<file path="src/rtl/coproc_arb_pkg.sv">
// rtl/coproc_arb_pkg.sv - shared state type, requester indices and default widths for the coprocessor bus arbiter
package coproc_arb_pkg;

    typedef enum logic [1:0] {
        IDLE = 2'd0,
        CMD  = 2'd1,
        RESP = 2'd2
    } arb_state_t;

    localparam logic REQ_SPI = 1'b0;
    localparam logic REQ_CPU = 1'b1;

    localparam int DEF_AW          = 16;
    localparam int DEF_DW          = 32;
    localparam int DEF_TIMEOUT_CYC = 1024;

endpackage

</file>
<file path="src/rtl/coproc_arb_rr.sv">
// rtl/coproc_arb_rr.sv - combinational two-way round-robin picker with lock override
module coproc_arb_rr
    import coproc_arb_pkg::*;
(
    input  logic [1:0] req,
    input  logic       last,
    input  logic       lock,
    input  logic       lock_owner,
    output logic       gnt_valid,
    output logic       gnt_idx
);

    logic [1:0] eligible;

    always_comb begin
        eligible = req;
        // An active lock masks the other requester out entirely
        if (lock) begin
            eligible = req & ((lock_owner == REQ_CPU) ? 2'b10 : 2'b01);
        end
        gnt_valid = |eligible;
        gnt_idx   = (eligible == 2'b11) ? ~last : eligible[1];
    end

endmodule

</file>
<file path="src/rtl/coproc_bus_arbiter.sv">
// rtl/coproc_bus_arbiter.sv - shares one coprocessor slave between SPI bridge and CPU; optional watchdog via COPROC_ARB_TIMEOUT_EN
module coproc_bus_arbiter
    import coproc_arb_pkg::*;
#(
    parameter int AW          = DEF_AW,
    parameter int DW          = DEF_DW,
    parameter int TIMEOUT_CYC = DEF_TIMEOUT_CYC
) (
    input  logic            i_clk,
    input  logic            i_clr_n,
    input  logic [1:0]      i_req,
    input  logic [1:0]      i_we,
    input  logic [2*AW-1:0] i_addr,
    input  logic [2*DW-1:0] i_wdata,
    input  logic [1:0]      i_lock,
    output logic [1:0]      o_ack,
    output logic [1:0]      o_rvalid,
    output logic [1:0]      o_err,
    output logic [DW-1:0]   o_rdata,
    output logic            o_m_valid,
    output logic            o_m_we,
    output logic [AW-1:0]   o_m_addr,
    output logic [DW-1:0]   o_m_wdata,
    input  logic            i_m_ready,
    input  logic            i_m_rvalid,
    input  logic [DW-1:0]   i_m_rdata,
    output logic            o_owner,
    output logic            o_busy
);

    arb_state_t state, state_nx;
    logic       last, lock_flag;
    logic       gnt_valid, gnt_idx, grant;
    logic       expired, timeout;
    logic       rdata_ld, rdata_clr;
    logic [1:0] ack_nx, rvalid_nx, err_nx;

    coproc_arb_rr u_rr (
        .req        (i_req),
        .last       (last),
        .lock       (lock_flag & i_lock[o_owner]),
        .lock_owner (o_owner),
        .gnt_valid  (gnt_valid),
        .gnt_idx    (gnt_idx)
    );

`ifdef COPROC_ARB_TIMEOUT_EN
    localparam int CW = $clog2(TIMEOUT_CYC + 1);
    logic [CW-1:0] wait_cnt;

    // Restarts on every entry to CMD or RESP, so each phase gets its own budget
    always_ff @(posedge i_clk or negedge i_clr_n) begin
        if (!i_clr_n) begin
            wait_cnt <= '0;
        end else if (state == IDLE || state_nx != state) begin
            wait_cnt <= '0;
        end else begin
            wait_cnt <= wait_cnt + CW'(1);
        end
    end

    assign expired = (wait_cnt == CW'(TIMEOUT_CYC - 1));
`else
    logic unused_timeout_cfg;
    assign unused_timeout_cfg = ^TIMEOUT_CYC;
    assign expired            = 1'b0;
`endif

    always_ff @(posedge i_clk or negedge i_clr_n) begin
        if (!i_clr_n) begin
            state <= IDLE;
        end else begin
            state <= state_nx;
        end
    end

    always_comb begin
        state_nx  = state;
        grant     = 1'b0;
        ack_nx    = 2'b00;
        rvalid_nx = 2'b00;
        err_nx    = 2'b00;
        rdata_ld  = 1'b0;
        rdata_clr = 1'b0;
        case (state)
            IDLE: begin
                if (gnt_valid) begin
                    grant    = 1'b1;
                    state_nx = CMD;
                end
            end
            CMD: begin
                if (i_m_ready) begin
                    ack_nx[o_owner] = 1'b1;
                    state_nx        = o_m_we ? IDLE : RESP;
                end else if (expired) begin
                    ack_nx[o_owner] = 1'b1;
                    err_nx[o_owner] = 1'b1;
                    state_nx        = IDLE;
                end
            end
            RESP: begin
                if (i_m_rvalid) begin
                    rvalid_nx[o_owner] = 1'b1;
                    rdata_ld           = 1'b1;
                    state_nx           = IDLE;
                end else if (expired) begin
                    rvalid_nx[o_owner] = 1'b1;
                    err_nx[o_owner]    = 1'b1;
                    rdata_clr          = 1'b1;
                    state_nx           = IDLE;
                end
            end
            default: state_nx = IDLE;
        endcase
    end

    assign timeout = |err_nx;

    always_ff @(posedge i_clk or negedge i_clr_n) begin
        if (!i_clr_n) begin
            o_ack     <= 2'b00;
            o_rvalid  <= 2'b00;
            o_err     <= 2'b00;
            o_rdata   <= '0;
            o_m_we    <= 1'b0;
            o_m_addr  <= '0;
            o_m_wdata <= '0;
            o_owner   <= REQ_SPI;
            last      <= REQ_CPU;
            lock_flag <= 1'b0;
        end else begin
            o_ack    <= ack_nx;
            o_rvalid <= rvalid_nx;
            o_err    <= err_nx;
            if (grant) begin
                o_m_we    <= i_we[gnt_idx];
                o_m_addr  <= gnt_idx ? i_addr[2*AW-1:AW] : i_addr[AW-1:0];
                o_m_wdata <= gnt_idx ? i_wdata[2*DW-1:DW] : i_wdata[DW-1:0];
                o_owner   <= gnt_idx;
                last      <= gnt_idx;
                lock_flag <= i_lock[gnt_idx];
            end else if (timeout || (state == IDLE && !i_lock[o_owner])) begin
                lock_flag <= 1'b0;
            end
            if (rdata_ld) begin
                o_rdata <= i_m_rdata;
            end else if (rdata_clr) begin
                o_rdata <= '0;
            end
        end
    end

    assign o_m_valid = (state == CMD);
    assign o_busy    = (state != IDLE);

endmodule

</file>
<file path="config.mk">
export PLATFORM = sky130hd
export DESIGN_NAME = coproc_bus_arbiter
export DESIGN_NICKNAME = d
export VERILOG_FILES = /design/src/rtl/coproc_arb_pkg.sv /design/src/rtl/coproc_arb_rr.sv /design/src/rtl/coproc_bus_arbiter.sv
export SDC_FILE = /design/constraint.sdc
export NUM_CORES = 1
export LEC_CHECK = 0
export BUFFER_PORTS_ARGS = -buffer_cell sky130_fd_sc_hd__buf_4
export CORE_MARGIN = 3
export CORE_UTILIZATION = 44
export DETAILED_ROUTE_END_ITERATION = 8
export GPL_TIMING_DRIVEN = 1
export PLACE_DENSITY = 0.8
export SKIP_CTS_REPAIR_TIMING = 1
export SYNTH_ARGS = -nofsm -noshare
export SYNTH_HDL_FRONTEND = slang
export SYNTH_SLANG_ARGS = --single-unit
</file>
<file path="constraint.sdc">
create_clock -name i_clk -period 1.75 [get_ports i_clk]
set_input_delay 0.35 -clock i_clk [delete_from_list [all_inputs] [get_ports i_clk]]
set_output_delay 0.35 -clock i_clk [all_outputs]
set_load 0.01 [all_outputs]
</file>
==> results.sh <==
export IMPL_outcome="finished, final reports clean"
export IMPL_finalNonFillerCells=660
export IMPL_cell_at_the_root_of_the_clock_tree="clkbuf_8"
export IMPL_timing_critical_path_to_type="flip-flop"
export IMPL_number_of_global_route_vias_before_repair=3327
export IMPL_finalWirelength_mm=10.2
export IMPL_post_synth_num_cell_types=27
export IMPL_layout_cell_area_non_filler_um2=6000
export IMPL_crit_chain="and3_1 -> o211ai_4 -> buf_12 -> mux2i_1 -> o21ai_1"
export IMPL_hpwlAfterDp_mm=8.18
export IMPL_initial_utilization=0.468
export IMPL_fillCellCount=602
export IMPL_critical_path_reg2reg_endpoint="o_m_wdata[1]"
export IMPL_dieWidth_um=101
export IMPL_rsz0062_at_grt="false"
export IMPL_timing_critical_path_from_type="flip-flop"
export IMPL_worst_r2r_path_depth=5
export IMPL_fp_coreArea_um2=8460
export IMPL_timing_clock_skew_ns=0.0190
export IMPL_grt_max_degree=63
export IMPL_post_synth_inst_count=324
export IMPL_timing_reg2reg_setup_slack_ns=0.14
export IMPL_critical_path_max_stage_delay_ns=0.42
export IMPL_slew_viol_final=0
export IMPL_fin_nets=688
export IMPL_gp_congestion=0.774
export IMPL_critPathKind="flip-flop to flip-flop"
export IMPL_max_cap_violations=0
export IMPL_drt_wirelength_per_cell_um=15.5
export IMPL_use_met1=0.237
export IMPL_die_area_um2=10200
export IMPL_cp_required_ns=1.97
export IMPL_i_o_pins=228
export IMPL_tritoncts="done"
export IMPL_clk_insertion_delay_late_ns=0.35
export IMPL_grt_overflow_total=0
export IMPL_total_number_of_placement_rows=33
export IMPL_place_inst=643
export IMPL_yosysTopAreaCellShare=0.562
export IMPL_antenna_found_initial=0
export IMPL_buffers_from_clock_root_to_sink_at_most=2
export IMPL_global_route_usage_total=0.198
export IMPL_critPathSlowestCell="dfrtp_1"
export IMPL_syn_mean_instance_area_um2=12.2
export IMPL_buffer_ports_inserted=225
export IMPL_synthAdderAreaFrac=0
export IMPL_routed_via_count=3224
export IMPL_leakagePower_nw=3.16
export IMPL_crit_path_start="lock_flag"
export IMPL_synth_simple_area_share=0.0726
export IMPL_total_of_warnings_raised_by_yosys=0
export IMPL_clk_pin_slew_worst_paths_ns=0.09
export IMPL_first_iter_violations=60
export IMPL_globalRoute_busiestLayer="met2"
export IMPL_cts_sinks=90
export IMPL_post_synth_instance_area_um2=3960
export IMPL_grt_pass1_wl_mm=16.0
export IMPL_post_route_cells_drive_above_1_share=0.537
export IMPL_dpl_cell_area_um2=5780
export IMPL_fin_tns_setup_ns=0
export IMPL_finalWorstPathRequiredPeriod_ns=1.61
export IMPL_antenna_cell_count=0
export IMPL_main_combinational_cell_family_by_area_after_synthesis="multiplexers"
export IMPL_critical_path_peak_fanout=23
export IMPL_ys_seq_area_frac=0.569
export IMPL_fp_dieH_um=101
export IMPL_drt_drc_violations_left=0
export IMPL_min_delay_start="i_m_rdata[22]"
export IMPL_vias_per_cell=4.88
export IMPL_yosys_area_top_type="dfrtp_1"
export IMPL_min_period_over_period=0.920
export IMPL_synth_compound_gate_area_share=0.0846
export IMPL_grtUsageMet3=0.0692
export IMPL_cp_arrival_ns=1.83
export IMPL_netlist_top_cells_area="dfrtp_1, mux2i_1, mux2_2"
export IMPL_multi_input_area_um2=1520
export IMPL_dr_pass1_iters=4
export IMPL_post_synth_mux_area_share=0.220
export IMPL_postSynthRegisterBits=90
export IMPL_grt_util_met2=0.344
export IMPL_synth_xor_xnor_area_share=0
export IMPL_max_fclk_ghz=0.621
export IMPL_seqCellArea_um2=2250
export IMPL_power_per_cell_area_nw_per_um2=1630
export IMPL_cts_htree_levels=3
export IMPL_cts_made_buffers=9
export IMPL_vdd_ir_drop_worst_uv=880
export IMPL_worstReg2RegStart="lock_flag"
export IMPL_hold_path_class="primary input to flip-flop"
export IMPL_drtAntennaViolNets=0
export IMPL_final_hold_viol_count=0
export IMPL_report_final_setup_viol=0
export IMPL_critical_path_endpoint="o_m_wdata[1]"
export IMPL_layout_area_overhead_vs_synth_pct=51.4
-- cells in the final DEF, fill, tap and decap left out, types with 2 or more instances in the layout --
cell type	count
buf_4	229
dfrtp_1	89
nand2_1	55
mux2i_1	51
o21ai_1	40
mux2_2	32
clkbuf_8	11
o21ai_2	10
buf_12	7
nor2_1	5
inv_1	3
nand3b_1	2
o21ai_0	2
conb_1	2
-- layout make-up --
class / instances / share of cell area
Sequential cell: 90 / 0.376
Timing Repair Buffer: 237 / 0.312
Multi-Input combinational cell: 209 / 0.254
Clock buffer: 11 / 0.0252
Tap cell: 105 / 0.0219
Clock inverter: 5 / 0.0100
Inverter: 3 / 0.00188
-- flip-flops by register name (all words and copies together) (netlist names) --
register,cells
last,1
lock_flag,1
state,2
o_rdata,32
o_owner,1
o_m_we,1
o_ack,2
o_m_wdata,32
o_rvalid,2
o_m_addr,16
-- routing by layer --
layer	vias to the layer above	wire length, µm
met5	-	0
met4	0	67
met3	4	1160
met2	158	5220
met1	1495	3790
li1	1567	-
-- through the flow --
| step | hold WS [ns] | util | power (mW) | setup slack (ns) |
|---|---|---|---|---|
| floorplan | 0.0544 | - | 6.13 | 0.185 |
| global placement | 0.299 | 0.682 | 8.30 | 0.132 |
| detailed placement | 0.313 | 0.682 | 8.49 | 0.0896 |
| CTS | -0.0729 | 0.707 | 9.96 | 0.0363 |
| global route | 0.213 | 0.709 | 10.5 | 0.0412 |
| finish | 0.235 | 0.709 | 9.80 | 0.140 |
-- logic make-up (layout without fill, tap and decap cells) --
kind of cell | count (synthesis) | count (layout)
other cells | 1 | 2
buf+inv | 26 | 256
compound gates | 55 | 55
mux | 83 | 83
simple gates | 69 | 69
flops | 90 | 90
-- worst max-delay path: cells and delay by family (launching register included) --
family | cells | cell delay, ns
mux | 1 | 0.24
flops | 1 | 0.42
buf+inv | 1 | 0.24
simple gates | 1 | 0.23
compound gates | 2 | 0.36
-- cell usage after synthesis --
| cell | count |
|---|---|
| inv_1 | 3 |
| buf_12 | 4 |
| dfrtp_1 | 89 |
| conb_1 | 1 |
| o211ai_2 | 1 |
| clkbuf_1 | 4 |
| nor2b_1 | 1 |
| nand3b_1 | 2 |
| o21ai_0 | 2 |
| a32o_1 | 1 |
| and3_1 | 1 |
| nand3_1 | 1 |
| nand4b_1 | 1 |
| nand2_1 | 55 |
| o21ai_2 | 10 |
| nor2_1 | 6 |
| mux2i_1 | 51 |
| buf_6 | 2 |
| mux2_2 | 32 |
| nand4bb_1 | 1 |
| buf_4 | 3 |
| buf_8 | 1 |
| o21ai_1 | 40 |
| buf_2 | 9 |
| dfstp_2 | 1 |
| nand2b_1 | 1 |
| o2111ai_2 | 1 |
-- how the worst min path moves through the flow --
stage / endpoint / slack, ns / cells past startpoint
3_3_place_gp: o_rdata[6] / 0.30 / 1
6_report: o_rdata[22] / 0.24 / 2
3_5_place_dp: o_rdata[3] / 0.31 / 1
4_1_cts: o_rdata[3] / -0.07 / 1
5_1_grt: o_rdata[11] / 0.21 / 2
2_1_floorplan: lock_flag / 0.05 / 0
-- where the power goes --
part	switching [mW]	internal [mW]	leakage, nW
clock	0.717	0.744	0.106
combinational	2.22	2.50	1.95
sequential	0.535	3.09	1.11
total	3.47	6.33	3.16
(Power assumes the default switching activity.)
